--- src/rtl/fwd_hazard_unit.sv ---
// ID-stage operand forwarding and hazard detection with a single-entry MDU result scoreboard.
// Optional FWD_HAZARD_STAT_EN adds stall statistic counters (stat_lu_cnt, stat_mdu_cnt, stat_clr).
module fwd_hazard_unit #(
  parameter int unsigned NREAD   = 2,
  parameter int unsigned STAGES  = 3,
  parameter int unsigned MDU_LAT = 4,
  localparam int unsigned SELW   = $clog2(STAGES + 1)
) (
  input  logic                    clk,
  input  logic                    rst_n,
  input  logic                    id_valid,
  input  logic [NREAD*5-1:0]      id_rd_addr,
  input  logic [NREAD-1:0]        id_rd_used,
  input  logic                    id_is_mdu,
  input  logic [STAGES-1:0]       stage_regwr,
  input  logic [STAGES*5-1:0]     stage_regdst,
  input  logic                    ex_is_load,
  input  logic                    mdu_start,
  input  logic [4:0]              mdu_dst,
`ifdef FWD_HAZARD_STAT_EN
  input  logic                    stat_clr,
  output logic [31:0]             stat_lu_cnt,
  output logic [31:0]             stat_mdu_cnt,
`endif
  output logic [NREAD*SELW-1:0]   id_sel,
  output logic                    stall,
  output logic                    mdu_busy
);

  localparam int unsigned CW = $clog2(MDU_LAT + 1);

  typedef enum logic {IDLE = 1'b0, BUSY = 1'b1} state_t;

  state_t        state, state_nxt;
  logic [CW-1:0] cnt, cnt_nxt;
  logic [4:0]    sb_dst, sb_dst_nxt;

  logic [4:0] rd_addr [NREAD];
  logic       lu_hit;
  logic       raw_hit;
  logic       lu_stall;
  logic       mdu_stall;

  for (genvar p = 0; p < NREAD; p++) begin : g_addr
    assign rd_addr[p] = id_rd_addr[5*p +: 5];
  end

  // Source selects (nearest stage wins via descending scan) and per-port hazard matches
  always_comb begin
    id_sel  = '0;
    lu_hit  = 1'b0;
    raw_hit = 1'b0;
    for (int p = 0; p < NREAD; p++) begin
      if (rd_addr[p] != 5'd0) begin
        for (int s = STAGES - 1; s >= 0; s--) begin
          if (stage_regwr[s] && (stage_regdst[5*s +: 5] == rd_addr[p]))
            id_sel[SELW*p +: SELW] = SELW'(s + 1);
        end
      end
      if (id_rd_used[p] && (rd_addr[p] == stage_regdst[4:0]))
        lu_hit = 1'b1;
      if (id_rd_used[p] && (rd_addr[p] == sb_dst))
        raw_hit = 1'b1;
    end
  end

  // Stall terms; all gated by id_valid so bubbles never freeze the pipe
  always_comb begin
    lu_stall  = id_valid && ex_is_load && stage_regwr[0] &&
                (stage_regdst[4:0] != 5'd0) && lu_hit;
    mdu_stall = id_valid && mdu_busy &&
                (((sb_dst != 5'd0) && raw_hit) || id_is_mdu);
    stall     = lu_stall || mdu_stall;
  end

  // Scoreboard state register
  always_ff @(posedge clk or negedge rst_n) begin
    if (!rst_n) begin
      state  <= IDLE;
      cnt    <= '0;
      sb_dst <= 5'd0;
    end else begin
      state  <= state_nxt;
      cnt    <= cnt_nxt;
      sb_dst <= sb_dst_nxt;
    end
  end

  // Scoreboard next state; a start while BUSY is ignored
  always_comb begin
    state_nxt  = state;
    cnt_nxt    = cnt;
    sb_dst_nxt = sb_dst;
    case (state)
      IDLE: begin
        if (mdu_start) begin
          state_nxt  = BUSY;
          cnt_nxt    = CW'(MDU_LAT);
          sb_dst_nxt = mdu_dst;
        end
      end
      BUSY: begin
        cnt_nxt = cnt - CW'(1);
        if (cnt == CW'(1))
          state_nxt = IDLE;
      end
      default: state_nxt = IDLE;
    endcase
  end

  // Scoreboard outputs
  always_comb begin
    mdu_busy = 1'b0;
    if (state == BUSY)
      mdu_busy = 1'b1;
  end

`ifdef FWD_HAZARD_STAT_EN
  // Stall statistics; clear has priority over increment
  always_ff @(posedge clk or negedge rst_n) begin
    if (!rst_n) begin
      stat_lu_cnt  <= 32'd0;
      stat_mdu_cnt <= 32'd0;
    end else if (stat_clr) begin
      stat_lu_cnt  <= 32'd0;
      stat_mdu_cnt <= 32'd0;
    end else begin
      if (lu_stall)
        stat_lu_cnt <= stat_lu_cnt + 32'd1;
      if (mdu_stall)
        stat_mdu_cnt <= stat_mdu_cnt + 32'd1;
    end
  end
`endif

endmodule

--- config.mk ---
export PLATFORM = sky130hd
export DESIGN_NAME = fwd_hazard_unit
export DESIGN_NICKNAME = d
export VERILOG_FILES = /design/src/rtl/fwd_hazard_unit.sv
export SDC_FILE = /design/constraint.sdc
export NUM_CORES = 1
export LEC_CHECK = 0
export CORE_MARGIN = 3
export CORE_UTILIZATION = 23
export CTS_BUF_LIST = sky130_fd_sc_hd__clkbuf_4 sky130_fd_sc_hd__clkbuf_8
export CTS_CLUSTER_SIZE = 8
export DETAILED_ROUTE_END_ITERATION = 10
export GPL_TIMING_DRIVEN = 0
export PLACE_DENSITY = 0.45
export SYNTH_ARGS = -nofsm -noshare
export SYNTH_HDL_FRONTEND = slang
export SYNTH_SLANG_ARGS = --single-unit
--- constraint.sdc ---
create_clock -name clk -period 1.85 [get_ports clk]
set_input_delay 0.2775 -clock clk [delete_from_list [all_inputs] [get_ports clk]]
set_output_delay 0.2775 -clock clk [all_outputs]
set_load 0.05 [all_outputs]
==> results_dict.tcl, run 1 <==
set metrics [dict create \
    outcome "complete, but fails checks" \
    violations "negative setup slack" \
    grt_pass1_vias 1102 \
    final_common_cell "buf_4" \
    arrival_ns 1.61 \
    synth-seq-area-share 0.2140 \
    final_antenna_net_count 0 \
    avgViaCountPerCell 4.713 \
    drc_errors 0 \
    clk_pin_slew_ns 0.04 \
    placementRows 23 \
    synth_fa_ha_area_frac 0.02378 \
    finalCritPeriodShare 1.022 \
    fin_nets 217 \
    synth_area_per_cell_sq_um 8.917 \
    ys_ff_latch 9 \
    syn-num-nets 161 \
    syn2layout_area_growth_pct 75.51 \
    portBuffers 36 \
    ioPinCount 47 \
    dieArea_sq_mm 0.005423 \
    reg2regPathDepth 2 \
    required_ns 1.57 \
    synthCells 118 \
    dr.pass1.iters 2 \
    vias 1051 \
    drive_gt1_frac 0.4509 \
    setup_viol 2 \
    wl_per_cell_microns 15.67 \
    rr_startpoint "state" \
    ctsHoldBuffers 0 \
    finalHoldViolCount 0 \
    grt_pass1_wl_microns 5161 \
    rsz0062_at_grt "true" \
    die_height_microns 73.64 \
    reg2reg_slack_ns 0.48 \
    hold_path.class "in -> async" \
    cts_sinks 9 \
    cp_cell_sequence "or4_4 > o2111ai_2 > nand4_1 > buf_6" \
    yosys.area_share.simple 0.2010 \
    fmax_ghz 0.5287 \
    start_util 0.2504 \
    grt_max_degree 10 \
    cts_buffers 3 \
    place_congestion 0.6926 \
    combPwrFrac 0.555 \
    synth_compound_area_frac 0.07967 \
    finalCriticalPeriod_ns 1.891 \
    antenna_found_initial 0 \
    synthXorXnorAreaFrac 0.3484 \
    synth_top_family_by_area "XOR/XNOR gates" \
    report.final.slew_viol_count 0 \
    timing.hold.ws_ns 0.3498 \
    power.density_mw_per_mm2 794.0 \
    synthMuxAreaShare 0.05351 \
    cp_max_fo 4 \
    p_clk_frac 0.161 \
    worst_slack_ns -0.04146 \
    htree_levels 1 \
    hpwl_microns 2758 \
    cap_violations 0 \
    power.internal_uw 917.0 \
    startpoint_type "flop" \
    final_cell_mix "buf_4, xnor2_1, clkdlybuf4s50_1" \
    yosys_warnings 0 \
    cp_slowest_cell "or4_4" \
    syn_area_sq_mm 0.001052 \
    fin_worst_skew_ns 0.001957 \
    clock_latency_ns 0.23 \
    slowest_delay_ns 0.49 \
    tightest_slew_ns 0.4874 \
    die_width_microns 73.64 \
    worst_setup_path_end_kind "output port" \
    clockBufferDepth 2 \
    switching_share 0.3746 \
    grt_usage 0.1252 \
    rr_endpoint "sb_dst[2]" \
    root_buffer "clkbuf_8" \
    slew_headroom 0.6764 \
    seq_power_share 0.284 \
    drt_iter0_drc 16 \
    post-route-cell-area_sq_mm 0.001847 \
    p_leak_nw 0.7602 \
    postPlaceCellArea_sq_mm 0.001495 \
    ir_worst_vdd_mv 0.6621 \
    path_class "reg -> out" \
    core_area_sq_mm 0.004202 \
    n_antenna_cell 0 \
    p_sw_uw 549.3 \
    synth_cell_type_count 28 \
    cts_tree "yes" \
    gr-total-overflow 0 \
    tns_ns -0.05980 \
    drt_wl_total_microns 3494 \
]
==> cell usage after synthesis (all sizes together) <==
library cell,n,area share
and3,2,0.013
a211oi,2,0.024
nor3,3,0.014
dfrtp,9,0.21
xor2,20,0.17
inv,4,0.014
nand2,4,0.014
nor4,4,0.036
nand3,8,0.038
a21oi,1,0.0048
buf,10,0.065
o22ai,1,0.0059
a22oi,3,0.021
o2111ai,1,0.0083
nor2,6,0.021
a31oi,1,0.0059
o21ai,2,0.0095
ha,2,0.024
nor2b,3,0.025
nand4,3,0.018
xnor2,21,0.17
or4,3,0.021
mux2,5,0.054
==> worst max-delay path: cells and delay by family, from the launching register on <==
| family | cells | cell delay [ns] |
|---|---|---|
| and+or+nand+nor | 2 | 0.61 |
| DFF | 1 | 0.43 |
| AOI/OAI and AO/OA | 1 | 0.17 |
| buffers and inverters | 1 | 0.17 |
==> metrics by stage <==
step                      total power, mW  utilization  setup WS [ns]  std cells
after global placement              1.039       0.3559         -1.149        204
after CTS                           1.384       0.3973       -0.07464        214
final                               1.466       0.4395       -0.04146        223
after floorplan                    0.8448            -       -0.09762        118
after global routing                1.592       0.4395        -0.1489        223
after detailed placement            1.061       0.3559         -1.196        204
==> registers in the layout, summed over array words and instances, names as in the netlist <==
| register | count |
|---|---|
| state | 1 |
| cnt | 3 |
| sb_dst | 5 |
==> worst max path at each step <==
stage	slack [ns]	to	start
3_5_place_dp	-1.20	id_sel[0]	stage_regdst[3]
4_1_cts	-0.07	stall	sb_dst[2]
3_3_place_gp	-1.15	id_sel[2]	stage_regdst[4]
5_1_grt	-0.15	stall	sb_dst[1]
6_report	-0.04	stall	sb_dst[2]
2_1_floorplan	-0.1	id_sel[2]	id_rd_addr[6]
==> final cells by class <==
type | instances | area [sq um]
fillers | 416 | 2355
multi-input cells | 95 | 932.1
repair buffers | 51 | 446.7
flip-flops and latches | 9 | 226.5
plain buffers | 10 | 115.1
well taps | 50 | 62.56
clock buffers | 4 | 48.80
inverters | 4 | 15.01
==> kinds of logic after synthesis <==
group	after synthesis
muxes	5
xor gates and xnor gates	41
adders and majority gates	2
AOI/OAI and AO/OA	11
DFF	9
buffers and inverters	14
and+or+nand+nor	36
==> power by group through the flow <==
stage          sequential (mW)  combinational [mW]  clock [mW]
4_1_cts                  0.404               0.733       0.246
5_1_grt                  0.441               0.894       0.258
2_1_floorplan            0.427               0.418           0
6_report                 0.417               0.813       0.236
3_3_place_gp             0.421               0.619           0
3_5_place_dp             0.427               0.633           0
==> per-layer routing <==
metal	GRT usage	vias to the layer above	share of wire
met1	0.1506	501	0.40
met3	0.02599	8	0.085
met4	0.05835	0	0.025
li1	-	503	-
met5	0	-	0
met2	0.2116	39	0.49
==> what timing repair did <==
item | CTS | global route
setup endpoints to repair | 6 | 5
hold endpoints to repair | 0 | 0
setup buffers | 6 | 9
pin swaps | 16 | 23
resized for setup | 91 | 39
No activity file was read; power rests on OpenSTA's default activity.
==> run 2: changes to the inputs <==
Settings changed: GPL_TIMING_DRIVEN 0 to not set.
==> run 2 against run 1 <==
  * The flow still finishes with violations (negative setup slack)
  * Core utilization increased by 5.2 points
  * Combinational power rose by 2%
  * Routed wire length down 2.1%
  * Clock power hardly changed
  * Global-route usage increased by 0.24 points
  * Count of clock-buffer cells in the layout did not move
  * Sequential power down 4%
  * Worst hold slack gained 0.0024 ns
  * Critical path type unchanged
  * Critical endpoint unchanged
==> results_dict.tcl, run 2 (synthesized netlist as in run 1, its figures left out) <==
set metrics [dict create \
    grt_pass1_vias 1179 \
    cp_max_fo 2 \
    final_antenna_net_count 0 \
    drive_gt1_frac 0.5285 \
    start_util 0.2504 \
    placementRows 23 \
    worst_setup_path_end_kind "output port" \
    dieArea_sq_mm 0.005423 \
    reg_top3 "sb_dst: 5 flops, cnt: 3 flops, state: 1 flops" \
    grt_max_degree 10 \
    dr.pass1.iters 4 \
    regMostFlops "sb_dst" \
    slew_headroom 0.7210 \
    final_cell_mix "buf_4, xnor2_1, clkdlybuf4s50_1" \
    fillers 421 \
    ir_worst_vdd_mv 0.5256 \
    fin_total_pwr_mw 1.465 \
    syn2layout_area_growth_pct 96.08 \
    place_congestion 0.7282 \
    grt_pass1_wl_microns 5395 \
    dp_cells 235 \
    timing.hold.ws_ns 0.3523 \
    worst_slack_ns -0.1409 \
    post-route-cell-area_sq_mm 0.002063 \
    tightest_slew_ns 0.4176 \
    clock_latency_ns 0.22 \
    finalCriticalPeriod_ns 1.991 \
    clockBufferDepth 2 \
    arrival_ns 1.71 \
    htree_levels 1 \
    antenna_found_initial 0 \
    fin_nets 237 \
    setup_viol 2 \
    outcome "complete, but fails checks" \
    final_common_cell "buf_4" \
    startpoint_type "flop" \
    die_width_microns 73.64 \
    ioPinCount 47 \
    core_area_sq_mm 0.004202 \
    vias 1086 \
    largest_register_ffs 5 \
    avgViaCountPerCell 4.469 \
    n_antenna_cell 0 \
    fmax_ghz 0.5023 \
    finalHoldViolCount 0 \
    violations "negative setup slack" \
    drt_wl_total_microns 3422 \
    cts_tree "yes" \
    cap_violations 0 \
    die_height_microns 73.64 \
    finalNonFillerCells 243 \
    cts_buffers 3 \
    root_buffer "clkbuf_8" \
    postPlaceCellArea_sq_mm 0.001807 \
    clk_pin_slew_ns 0.04 \
    grt_usage 0.1276 \
    report.final.slew_viol_count 0 \
    finalCritPeriodShare 1.076 \
    power.density_mw_per_mm2 710.2 \
    reg2reg_slack_ns 0.49 \
    required_ns 1.57 \
    hpwl_microns 2795 \
    hold_path.class "in -> async" \
    p_leak_nw 0.8529 \
    rsz0062_at_grt "true" \
    fin_worst_skew_ns 0.0009699 \
    ctsHoldBuffers 0 \
    portBuffers 46 \
    path_class "reg -> out" \
    wl_per_cell_microns 14.08 \
    gr-total-overflow 0 \
    drc_errors 0 \
    cts_sinks 9 \
    drt_iter0_drc 20 \
]
-- run 2: area by class of cell --
type	instances	area [sq um]	area share
Tap cell	50	62.56	0.03032
Multi-Input combinational cell	95	950.9	0.4609
Clock buffer	4	48.80	0.02365
Sequential cell	9	225.2	0.1092
Inverter	4	15.01	0.007277
Timing Repair Buffer	81	760.7	0.3687
-- run 2: metal layers --
metal / global-route usage / routed length (microns) / share of wire / vias up
met3: 0.01231 / 203 / 0.059 / 2
met5: 0 / 0 / 0 / -
met1: 0.1690 / 1513 / 0.44 / 505
met4: 0.03622 / 36 / 0.011 / 0
li1: - / - / - / 544
met2: 0.2185 / 1669 / 0.49 / 35
-- run 2: what timing repair did --
| item | 4_1_cts | 5_1_grt |
|---|---|---|
| pin swaps | 24 | 24 |
| setup buffers | 5 | 1 |
| endpoints found under the hold margin | 0 | 0 |
| resized for setup | 112 | 34 |
| setup endpoints to repair | 5 | 5 |
-- run 2: power breakdown --
group          switching [mW]  internal, mW
Sequential              0.101         0.300
Clock                  0.0692         0.164
Combinational           0.370         0.462
-- run 2: worst max-delay path: stages (launching register included) --
cell and delay [ns]:
dfrtp_1 0.37, or4_4 0.54, o2111ai_2 0.19, nand4_1 0.19, buf_12 0.20
-- run 2: worst paths after layout --
check,to,startpoint,depth (start not counted)
worst max register to register,sb_dst[2],state,2
worst min register to register,cnt[1],cnt[1],2
worst max-delay path,stall,sb_dst[2],4
min in group clk,cnt[1],cnt[1],2
max in group asynchronous,sb_dst[0],rst_n,1
worst min-delay path,state,rst_n,1
-- run 2: metrics by stage --
stage	TNS, ns	util	worst slack [ns]
after CTS	-0.1857	0.4666	-0.1424
after global placement	-2.293	0.4300	-0.5666
after detailed placement	-2.243	0.4300	-0.5776
final	-0.1617	0.4911	-0.1409
after global routing	-0.3203	0.4911	-0.2208
after floorplan	-0.2095	-	-0.09762
==> run 3: changes to the inputs <==
Settings changed: CAP_MARGIN set to 20.
==> results of run 3 <==
The final DEF is identical to that of run 2; final timing and power are the same.
